==> config.mk <==
export PLATFORM = sky130hd
export DESIGN_NAME = csp_tree_router_sync
export DESIGN_NICKNAME = d
export VERILOG_FILES = /design/src/rtl/csp_tree_router_sync.sv
export SDC_FILE = /design/constraint.sdc
export NUM_CORES = 1
export LEC_CHECK = 0
export CAP_MARGIN = 10
export CORE_MARGIN = 4
export CORE_UTILIZATION = 40
export CTS_CLUSTER_SIZE = 12
export DETAILED_ROUTE_END_ITERATION = 8
export GPL_TIMING_DRIVEN = 1
export PLACE_DENSITY = 0.72
export REMOVE_ABC_BUFFERS = 1
export SETUP_SLACK_MARGIN = 0.5
export SYNTH_ARGS = -nofsm -noshare
export SYNTH_HDL_FRONTEND = slang
export SYNTH_SLANG_ARGS = --single-unit
==> constraint.sdc <==
create_clock -name clk -period 4.2 [get_ports clk]
set_input_delay 0.42 -clock clk [delete_from_list [all_inputs] [get_ports clk]]
set_output_delay 0.42 -clock clk [all_outputs]
set_load 0.05 [all_outputs]
==> src/rtl/csp_tree_router_sync.sv <==
// rtl/csp_tree_router_sync.sv - clocked CSP tree router node: one parent port, NCHILD child ports
//
// Purpose:
//   Routes flits by destination leaf address through a tree of router nodes.
//   Each input has a one-entry holding register. Each output has a FIFO_DEPTH
//   entry buffer, fed by a round-robin arbiter over the holding registers.
//   Port index map, used for both inputs and outputs: parent = 0, child k = k+1.
//
// Ports:
//   clk, reset                         rising-edge clock, synchronous active-high reset
//   p_in_data/p_in_valid/p_in_ready    flits arriving from the parent
//   p_out_data/p_out_valid/p_out_ready flits leaving to the parent
//   c_in_data/c_in_valid/c_in_ready    flits from the children; child k at [k*WIDTH +: WIDTH]
//   c_out_data/c_out_valid/c_out_ready flits to the children; child k at [k*WIDTH +: WIDTH]

module csp_tree_router_sync #(
    parameter int WIDTH       = 11,
    parameter int NCHILD      = 2,
    parameter int ADDR_W      = 3,
    parameter int LEVEL       = 0,
    parameter int NODE_PREFIX = 0,
    parameter int FIFO_DEPTH  = 2
) (
    input  logic                     clk,
    input  logic                     reset,
    input  logic [WIDTH-1:0]         p_in_data,
    input  logic                     p_in_valid,
    output logic                     p_in_ready,
    output logic [WIDTH-1:0]         p_out_data,
    output logic                     p_out_valid,
    input  logic                     p_out_ready,
    input  logic [NCHILD*WIDTH-1:0]  c_in_data,
    input  logic [NCHILD-1:0]        c_in_valid,
    output logic [NCHILD-1:0]        c_in_ready,
    output logic [NCHILD*WIDTH-1:0]  c_out_data,
    output logic [NCHILD-1:0]        c_out_valid,
    input  logic [NCHILD-1:0]        c_out_ready
);

    localparam int CW     = $clog2(NCHILD);
    localparam int NI     = NCHILD + 1;
    localparam int IW     = $clog2(NI);
    localparam int PW     = (FIFO_DEPTH > 1) ? $clog2(FIFO_DEPTH) : 1;
    localparam int CNTW   = $clog2(FIFO_DEPTH + 1);
    // Shift that brings this level's child index to the bottom of dest.
    localparam int IDX_SH = ADDR_W - (LEVEL + 1) * CW;
    // Shift that leaves only the subtree prefix of dest (zero at the root).
    localparam int PFX_SH = ADDR_W - LEVEL * CW;

    // Output port for a flit. Parent traffic always goes down; child traffic
    // goes down only if the destination lies inside this node's subtree.
    function automatic logic [IW-1:0] route(input logic [ADDR_W-1:0] dest,
                                            input logic from_parent);
        logic [CW-1:0]     idx;
        logic [ADDR_W-1:0] pfx;
        idx = CW'(dest >> IDX_SH);
        pfx = dest >> PFX_SH;
        if (from_parent || (LEVEL == 0) || (pfx == ADDR_W'(NODE_PREFIX)))
            route = IW'(idx) + IW'(1);
        else
            route = '0;
    endfunction

    function automatic logic [PW-1:0] ptr_inc(input logic [PW-1:0] p);
        ptr_inc = (p == PW'(FIFO_DEPTH - 1)) ? '0 : p + PW'(1);
    endfunction

    // Flattened port views.
    logic [WIDTH-1:0] in_data  [NI];
    logic [NI-1:0]    in_valid;
    logic [NI-1:0]    in_ready;
    logic [WIDTH-1:0] out_data [NI];
    logic [NI-1:0]    out_valid;
    logic [NI-1:0]    out_ready;

    assign in_data[0]   = p_in_data;
    assign in_valid[0]  = p_in_valid;
    assign out_ready[0] = p_out_ready;
    assign p_in_ready   = in_ready[0];
    assign p_out_data   = out_data[0];
    assign p_out_valid  = out_valid[0];
    assign c_in_ready   = in_ready[NI-1:1];
    assign c_out_valid  = out_valid[NI-1:1];

    for (genvar k = 0; k < NCHILD; k++) begin : g_child
        assign in_data[k+1]                  = c_in_data[k*WIDTH +: WIDTH];
        assign in_valid[k+1]                 = c_in_valid[k];
        assign out_ready[k+1]                = c_out_ready[k];
        assign c_out_data[k*WIDTH +: WIDTH]  = out_data[k+1];
    end

    // Holding registers, one per input.
    logic [NI-1:0]    hold_valid;
    logic [WIDTH-1:0] hold_data [NI];
    logic [IW-1:0]    hold_dst  [NI];

    // Output FIFOs and arbiter state, one per output.
    logic [WIDTH-1:0] mem        [NI][FIFO_DEPTH];
    logic [PW-1:0]    rd_ptr     [NI];
    logic [PW-1:0]    wr_ptr     [NI];
    logic [CNTW-1:0]  count      [NI];
    logic [IW-1:0]    last_grant [NI];

    logic [NI-1:0]    full;
    logic [NI-1:0]    pop;
    logic [NI-1:0]    can_grant;
    logic [NI-1:0]    grant_v;
    logic [IW-1:0]    grant_idx  [NI];
    logic [NI-1:0]    granted;

    // FIFO status. A full FIFO that pops this cycle may still accept a push.
    always_comb begin
        for (int o = 0; o < NI; o++) begin
            full[o]      = (count[o] == CNTW'(FIFO_DEPTH));
            out_valid[o] = (count[o] != '0);
            pop[o]       = out_valid[o] && out_ready[o];
            can_grant[o] = !full[o] || pop[o];
            out_data[o]  = out_valid[o] ? mem[o][rd_ptr[o]] : '0;
        end
    end

    // Round-robin arbiters. Only registered state and out_ready feed the
    // grant, so in_ready never depends on in_valid.
    always_comb begin
        grant_v = '0;
        granted = '0;
        for (int o = 0; o < NI; o++) begin
            grant_idx[o] = '0;
            for (int k = 1; k <= NI; k++) begin
                int c;
                c = (int'(last_grant[o]) + k) % NI;
                if (!grant_v[o] && can_grant[o] && hold_valid[c] &&
                    (hold_dst[c] == IW'(o))) begin
                    grant_v[o]   = 1'b1;
                    grant_idx[o] = IW'(c);
                end
            end
            if (grant_v[o])
                granted[grant_idx[o]] = 1'b1;
        end
        in_ready = {NI{!reset}} & (~hold_valid | granted);
    end

    always_ff @(posedge clk) begin
        if (reset) begin
            hold_valid <= '0;
            for (int i = 0; i < NI; i++) begin
                hold_data[i]  <= '0;
                hold_dst[i]   <= '0;
                rd_ptr[i]     <= '0;
                wr_ptr[i]     <= '0;
                count[i]      <= '0;
                last_grant[i] <= IW'(NCHILD);
            end
        end else begin
            for (int i = 0; i < NI; i++) begin
                if (in_ready[i] && in_valid[i]) begin
                    hold_valid[i] <= 1'b1;
                    hold_data[i]  <= in_data[i];
                    hold_dst[i]   <= route(in_data[i][WIDTH-1 -: ADDR_W], i == 0);
                end else if (granted[i]) begin
                    hold_valid[i] <= 1'b0;
                end
            end
            for (int o = 0; o < NI; o++) begin
                if (grant_v[o]) begin
                    mem[o][wr_ptr[o]] <= hold_data[grant_idx[o]];
                    wr_ptr[o]         <= ptr_inc(wr_ptr[o]);
                    last_grant[o]     <= grant_idx[o];
                end
                if (pop[o])
                    rd_ptr[o] <= ptr_inc(rd_ptr[o]);
                case ({grant_v[o], pop[o]})
                    2'b10:   count[o] <= count[o] + CNTW'(1);
                    2'b01:   count[o] <= count[o] - CNTW'(1);
                    default: count[o] <= count[o];
                endcase
            end
        end
    end

endmodule

Word level (Yosys, flattened, before mapping). Memory sizes are Yosys's and may differ from the RTL's. Index checks and enable logic that the tools add are counted.

Reductions and logical operators: 61. Order comparisons: 24. Eq/ne operators: 15. Div/mod/pow operators: 9. Multipliers: 0. Bitwise logic cells: 35. Shifts and indexed selects: 0. Multiplexer cells: 173. $add $sub $neg: 24.

Operators by type and width (number): $lt 32x4->1 const B (9); $mod 32x3->32 const B (9); $mux 11 (18); $mux 1 (104); $mux 22 (3); $mux 2 (30); $logic_and 1x1->1 (36); $demux 11 s1 (3); $or 1x1->1 (24); $add 2x2->3 const B (6); $bmux 1 s2 (9); $eq 2x2->1 const B (9); $eq 2x1->1 const B (6); $ge 2x2->1 const B (6); $not 1->2 (6); $reduce_bool 2->1 (6); $logic_not 1->1 (10); $add 2x1->3 const B (3); $lt 2x3->1 const B (3); $mux 3 (3); $or 3x3->3 (3); $add 1x1->1 const B (6); $add 1x1->2 const B (3); $add 2x1->2 const B (3); 9 further kinds (23).

Logic and storage cells: 351. Register bits: 3. Latch bits: 0. Memories kept: 7. Memory bits (writable): 123. ROM bits: 0.

Memory list: mem (depth 3, bits a word 22, rd ports 3, clocked after Yosys merged registers in 0, write ports 3, RTL line 98) `logic [WIDTH-1:0] mem [NI][FIFO_DEPTH];`; hold_data (depth 3, bits a word 11, rd ports 3, clocked after Yosys merged registers in 0, write ports 3, RTL line 94) `logic [WIDTH-1:0] hold_data [NI];`; count (depth 3, bits a word 2, rd ports 3, clocked after Yosys merged registers in 0, write ports 3, RTL line 101) `logic [CNTW-1:0] count [NI];`; hold_dst (depth 3, bits a word 2, rd ports 9, clocked after Yosys merged registers in 0, write ports 3, RTL line 95) `logic [IW-1:0] hold_dst [NI];`; last_grant (depth 3, bits a word 2, rd ports 3, clocked after Yosys merged registers in 0, write ports 3, RTL line 102) `logic [IW-1:0] last_grant [NI];`; rd_ptr (depth 3, bits a word 1, rd ports 3, clocked after Yosys merged registers in 0, write ports 3, RTL line 99) `logic [PW-1:0] rd_ptr [NI];`; 1 more memories.

Logic depth before layout (Yosys ltp).
Depth in word-level cells: 34. Gate-level depth with buffers: 14. Depth with buffers taken out: 13.

Worst setup path before layout. Ideal clock, no wire load.

Kind: register -> register. Start: memory last_grant[0][0] (netlist bit). End: memory hold_data[1][3], data pin. Library setup time: 0.270 ns. Cell stages (with the launch flop): 11. Setup slack: 0.965 ns. Data required time: 3.930 ns. Arrival: 2.966 ns. Cell sequence: edfxtp_1 -> inv_1 -> ha_1 -> or4b_4 -> a21oi_2 -> nor2_1 -> o21a_1 -> or4b_4 -> a221oi_4 -> buf_6 -> nor3b_1.

RTL lines (RTL line): from (decl) (102); to (decl) (94).

==> flow_summary.ini <==
[timing]
timing.hold.ws_ns = 0.557
final.setup.tns_ns = 0
final_period_minus_worst_setup_slack_ns = 3.60
rsz0062_at_grt = false
fin_skew_ns = 0.00846
fin_crit_sh_pct = 85.7
max_slew.worst_pin.slew_ns = 0.811
report.final.hold_viol_count = 0
setup_viol = 0
worst_slew_margin_rel_pct = 45.8
layout_setup_ws_ns = 0.601
max_clock_freq_mhz = 278
final-max-slew-violation-count = 0

[grt]
via_count_of_the_first_global_routing_pass = 4606
grt_first_pass_wirelength_um = 23700
antenna_found_initial = 0
grt_max_degree = 65
grt_use_total_pct = 16.6
total_gr_overflow = 0

[route]
drt-total-wl_um = 15300
ant_nets = 0
detailedRoute.firstPassIterationCount = 8
drtIter0Drc = 720
post_drt_via_cell_ratio = 5.58
drt_drc_violations_left = 0
drt-wirelength-per-cell_um = 17.6
vias = 4863

[synthesis]
netlist.top_cell.by_area = sky130_fd_sc_hd__edfxtp_1
synthesis.instances = 562
post_synth_and_or_nand_nor_area_fraction_pct = 18.7
count_of_flip_flops_with_a_built_in_enable_after_synthesis = 120
yosys.cell_types.count = 61
synth_fa_ha_area_share_pct = 3.23
synth_area_per_cell_um2 = 11.7
postSynth.asyncResetShare_pct = 0
top_cells_by_instance_count_after_synthesis = 120 x sky130_fd_sc_hd__edfxtp_1, 61 x sky130_fd_sc_hd__nor2_1, 41 x sky130_fd_sc_hd__nor3b_1, 39 x sky130_fd_sc_hd__inv_1, 34 x sky130_fd_sc_hd__mux2i_1
dominant_combinational_cell_family_by_area_after_synthesis = simple AND/OR/NAND/NOR gates
syn_area_mm2 = 0.00659
synthXorXnorAreaFrac_pct = 0.532
yosys_register_bits = 123
synth_largest_type_area_fraction_pct = 54.7
compound_cell_area_share_of_the_yosys_netlist_pct = 12.1
yosysMostFrequentCell = sky130_fd_sc_hd__edfxtp_1
dominantRegCellSynth = sky130_fd_sc_hd__edfxtp_1
yosysSeqAreaShare_pct = 55.6
post_synth_mux_area_share_pct = 5.16
synth_area_leaders = sky130_fd_sc_hd__edfxtp_1 55%, sky130_fd_sc_hd__mux2i_1 5.2%, sky130_fd_sc_hd__nor3b_1 4.7%, sky130_fd_sc_hd__nor2_1 3.5%, sky130_fd_sc_hd__ha_1 3.2%
synth_warnings = 0

[worst_setup_path]
critical_path.startpoint_type = register
end_kind = output pin
crit-reg2reg-capture = hold_data[0][8]$_SDFFCE_PN0P_
worst-endpoint-arrival_ns = 3.18
worst_r2r_path_depth = 10
crit-reg2reg-launch = last_grant[0][0]$_SDFFCE_PP0P_
worst_ep_required_time_ns = 3.78
path_cells = inv_1, ha_4, or4b_4, a21boi_0, o21ai_0, o32ai_1, a2111o_1, nor2b_1, clkdlybuf4s15_2
crit_slowest_cell = sky130_fd_sc_hd__or4b_4
worst-setup-path-type = register to output pin
timing.critical_path.slowest_cell_delay_ns = 0.56
critical_path_peak_fanout = 13
reg2reg_setup_slack_ns = 0.68

[clocking]
clock_latency_ns = 0.41
clk_root_buffer_cell = sky130_fd_sc_hd__clkbuf_16
clock-sinks = 123
clk_path_buf_depth = 2
cts_htree_levels = 4
cts_buffers = 17
clk_pin_slew_ns = 0.06
tritoncts = done
cts_hold_repair.buffers = 0

[floorplanning]
floorplan.io_pins = 80
start_util_pct = 41.2
overall_die_width_um = 136
core_region_mm2 = 0.0160
fp.dieArea_mm2 = 0.0186
floorplan.die.height_um = 136
num_rows = 46

[placement]
dp_slack_ns = 0.381
hpwl_um = 11100
finalWeightedCongestion = 0.913
port_buffers = 79

[hold_path]
min-delay-start = count[2][0]$_DFFE_PP_
worst_hold_path.endpoint = count[2][0]$_DFFE_PP_
hold_path_class = register to register
timing.hold.worst_path_depth = 1

[power]
pwr_density_cell_mw_per_mm2 = 707
leakage_nw = 3.18
p_sw_share_pct = 38.8
power.clock.fraction_pct = 25.9
power.combinational.fraction_pct = 41.7
internal_power_mw = 3.59
switchingPower_mw = 2.28
vdd_ir_drop_max_mv = 0.269
power_frac_seq_pct = 32.4

[final_layout]
area_growth_pct = 25.9
antenna-diode-count = 0
nets = 701
drive_above_1_share_pct = 12.2

[status]
status = completed

[job]
max_cap_viols = 0
[through the flow]
step / cells / power (mW) / utilization (%) / area (um^2)
2_1_floorplan: 526 / 3.49 / - / 6430
3_3_place_gp: 836 / 4.23 / 47.5 / 7610
3_5_place_dp: 836 / 4.30 / 47.5 / 7610
4_1_cts: 868 / 5.85 / 51.5 / 8240
5_1_grt: 872 / 6.16 / 51.8 / 8300
6_report: 872 / 5.87 / 51.8 / 8300
[routing by layer]
layer  routed length [um]  vias to the layer above  share of wire [%]  global-route usage [%]
li1                     -                     2268                  -                       -
met1                 6870                     2313                 45                    22.8
met2                 6920                      252                 45                    25.6
met3                 1250                       30                8.2                    4.22
met4                  302                        0                2.0                    5.60
met5                    0                        -                  0                       0
[flip-flops by register name, indices dropped and copies added, names as in the netlist]
name,count
hold_valid,3
rd_ptr,3
count,6
hold_data,32
wr_ptr,3
last_grant,6
hold_dst,4
mem,66
[worst max-delay path, delay by kind of cell (launching register included)]
kind	cells	cell delay [ns]
AO/OA/AOI/OAI	4	0.94
AND/OR/NAND/NOR	2	0.72
buffers and inverters	2	0.45
flip-flops	1	0.40
adder cells (fa/ha/maj)	1	0.25
[layout make-up]
type / count / area [um^2]
multi-input combinational: 364 / 2660
clock inverter: 14 / 194
fill: 1384 / 7700
sequential: 123 / 3660
timing repair buffer: 98 / 935
clock buffer: 18 / 429
inverter: 39 / 146
tap: 216 / 270
[layout by cell type (no fill, tap or decap), types with 3 or more instances in the layout]
cell type and n:
sky130_fd_sc_hd__nand4bb_1 6, sky130_fd_sc_hd__bufinv_16 4, sky130_fd_sc_hd__inv_1 39, sky130_fd_sc_hd__o21bai_1 5, sky130_fd_sc_hd__edfxtp_1 120, sky130_fd_sc_hd__mux2i_1 34
sky130_fd_sc_hd__nor3b_1 41, sky130_fd_sc_hd__clkdlybuf4s50_1 75, sky130_fd_sc_hd__a21o_1 12, sky130_fd_sc_hd__a21boi_0 4, sky130_fd_sc_hd__o21ai_0 4, sky130_fd_sc_hd__a31oi_1 5
sky130_fd_sc_hd__a22o_1 10, sky130_fd_sc_hd__a222oi_1 10, sky130_fd_sc_hd__or2_2 6, sky130_fd_sc_hd__clkinv_4 4, sky130_fd_sc_hd__nor2b_1 7, sky130_fd_sc_hd__ha_1 15
sky130_fd_sc_hd__nor3_1 8, sky130_fd_sc_hd__nand2b_1 9, sky130_fd_sc_hd__nand3b_1 6, sky130_fd_sc_hd__nor2_1 61, sky130_fd_sc_hd__dfxtp_1 3, sky130_fd_sc_hd__nand2_1 26
sky130_fd_sc_hd__a31o_2 4, sky130_fd_sc_hd__or3b_2 5, sky130_fd_sc_hd__nand3_1 5, sky130_fd_sc_hd__and2_1 4, sky130_fd_sc_hd__a21oi_1 12, sky130_fd_sc_hd__o211a_1 3
sky130_fd_sc_hd__nor4b_1 3, sky130_fd_sc_hd__a22oi_1 11, sky130_fd_sc_hd__clkbuf_16 17, sky130_fd_sc_hd__nand4b_1 7, sky130_fd_sc_hd__buf_4 19
[power groups by stage]
stage          Clock [mW]  Combinational, mW  Sequential [mW]
2_1_floorplan           0               1.64             1.86
3_3_place_gp            0               2.33             1.91
3_5_place_dp            0               2.38             1.92
4_1_cts              1.54               2.41             1.90
5_1_grt              1.61               2.62             1.93
6_report             1.52               2.45             1.90
[worst max path at each step]
stage	from	to	slack, ns	cells past startpoint
3_5_place_dp	count[2][0]$_DFFE_PP_	c_in_ready[1]	0.38	9
2_1_floorplan	last_grant[0][0]$_SDFFCE_PP0P_	hold_data[0][0]$_SDFFCE_PN0P_	0.47	9
6_report	last_grant[0][0]$_SDFFCE_PP0P_	c_in_ready[1]	0.60	9
3_3_place_gp	c_out_ready[1]	c_in_ready[1]	0.50	8
5_1_grt	last_grant[0][4]$_SDFFCE_PP0P_	p_in_ready	0.53	10
4_1_cts	last_grant[0][0]$_SDFFCE_PP0P_	c_in_ready[1]	0.51	9
[cell families after synthesis]
logic type | count (synthesis)
muxes | 34
AOI/OAI and AO/OA | 101
xor gates and xnor gates | 4
buffers and inverters | 75
adders and majority gates | 17
DFF | 123
and+or+nand+nor | 208
[timing repair]
action,in CTS,in global routing
pin swaps,0,1
gates resized for setup,14,4
setup endpoints to repair,2,37
setup buffers,0,4
No activity file was read; power rests on OpenSTA's default activity.
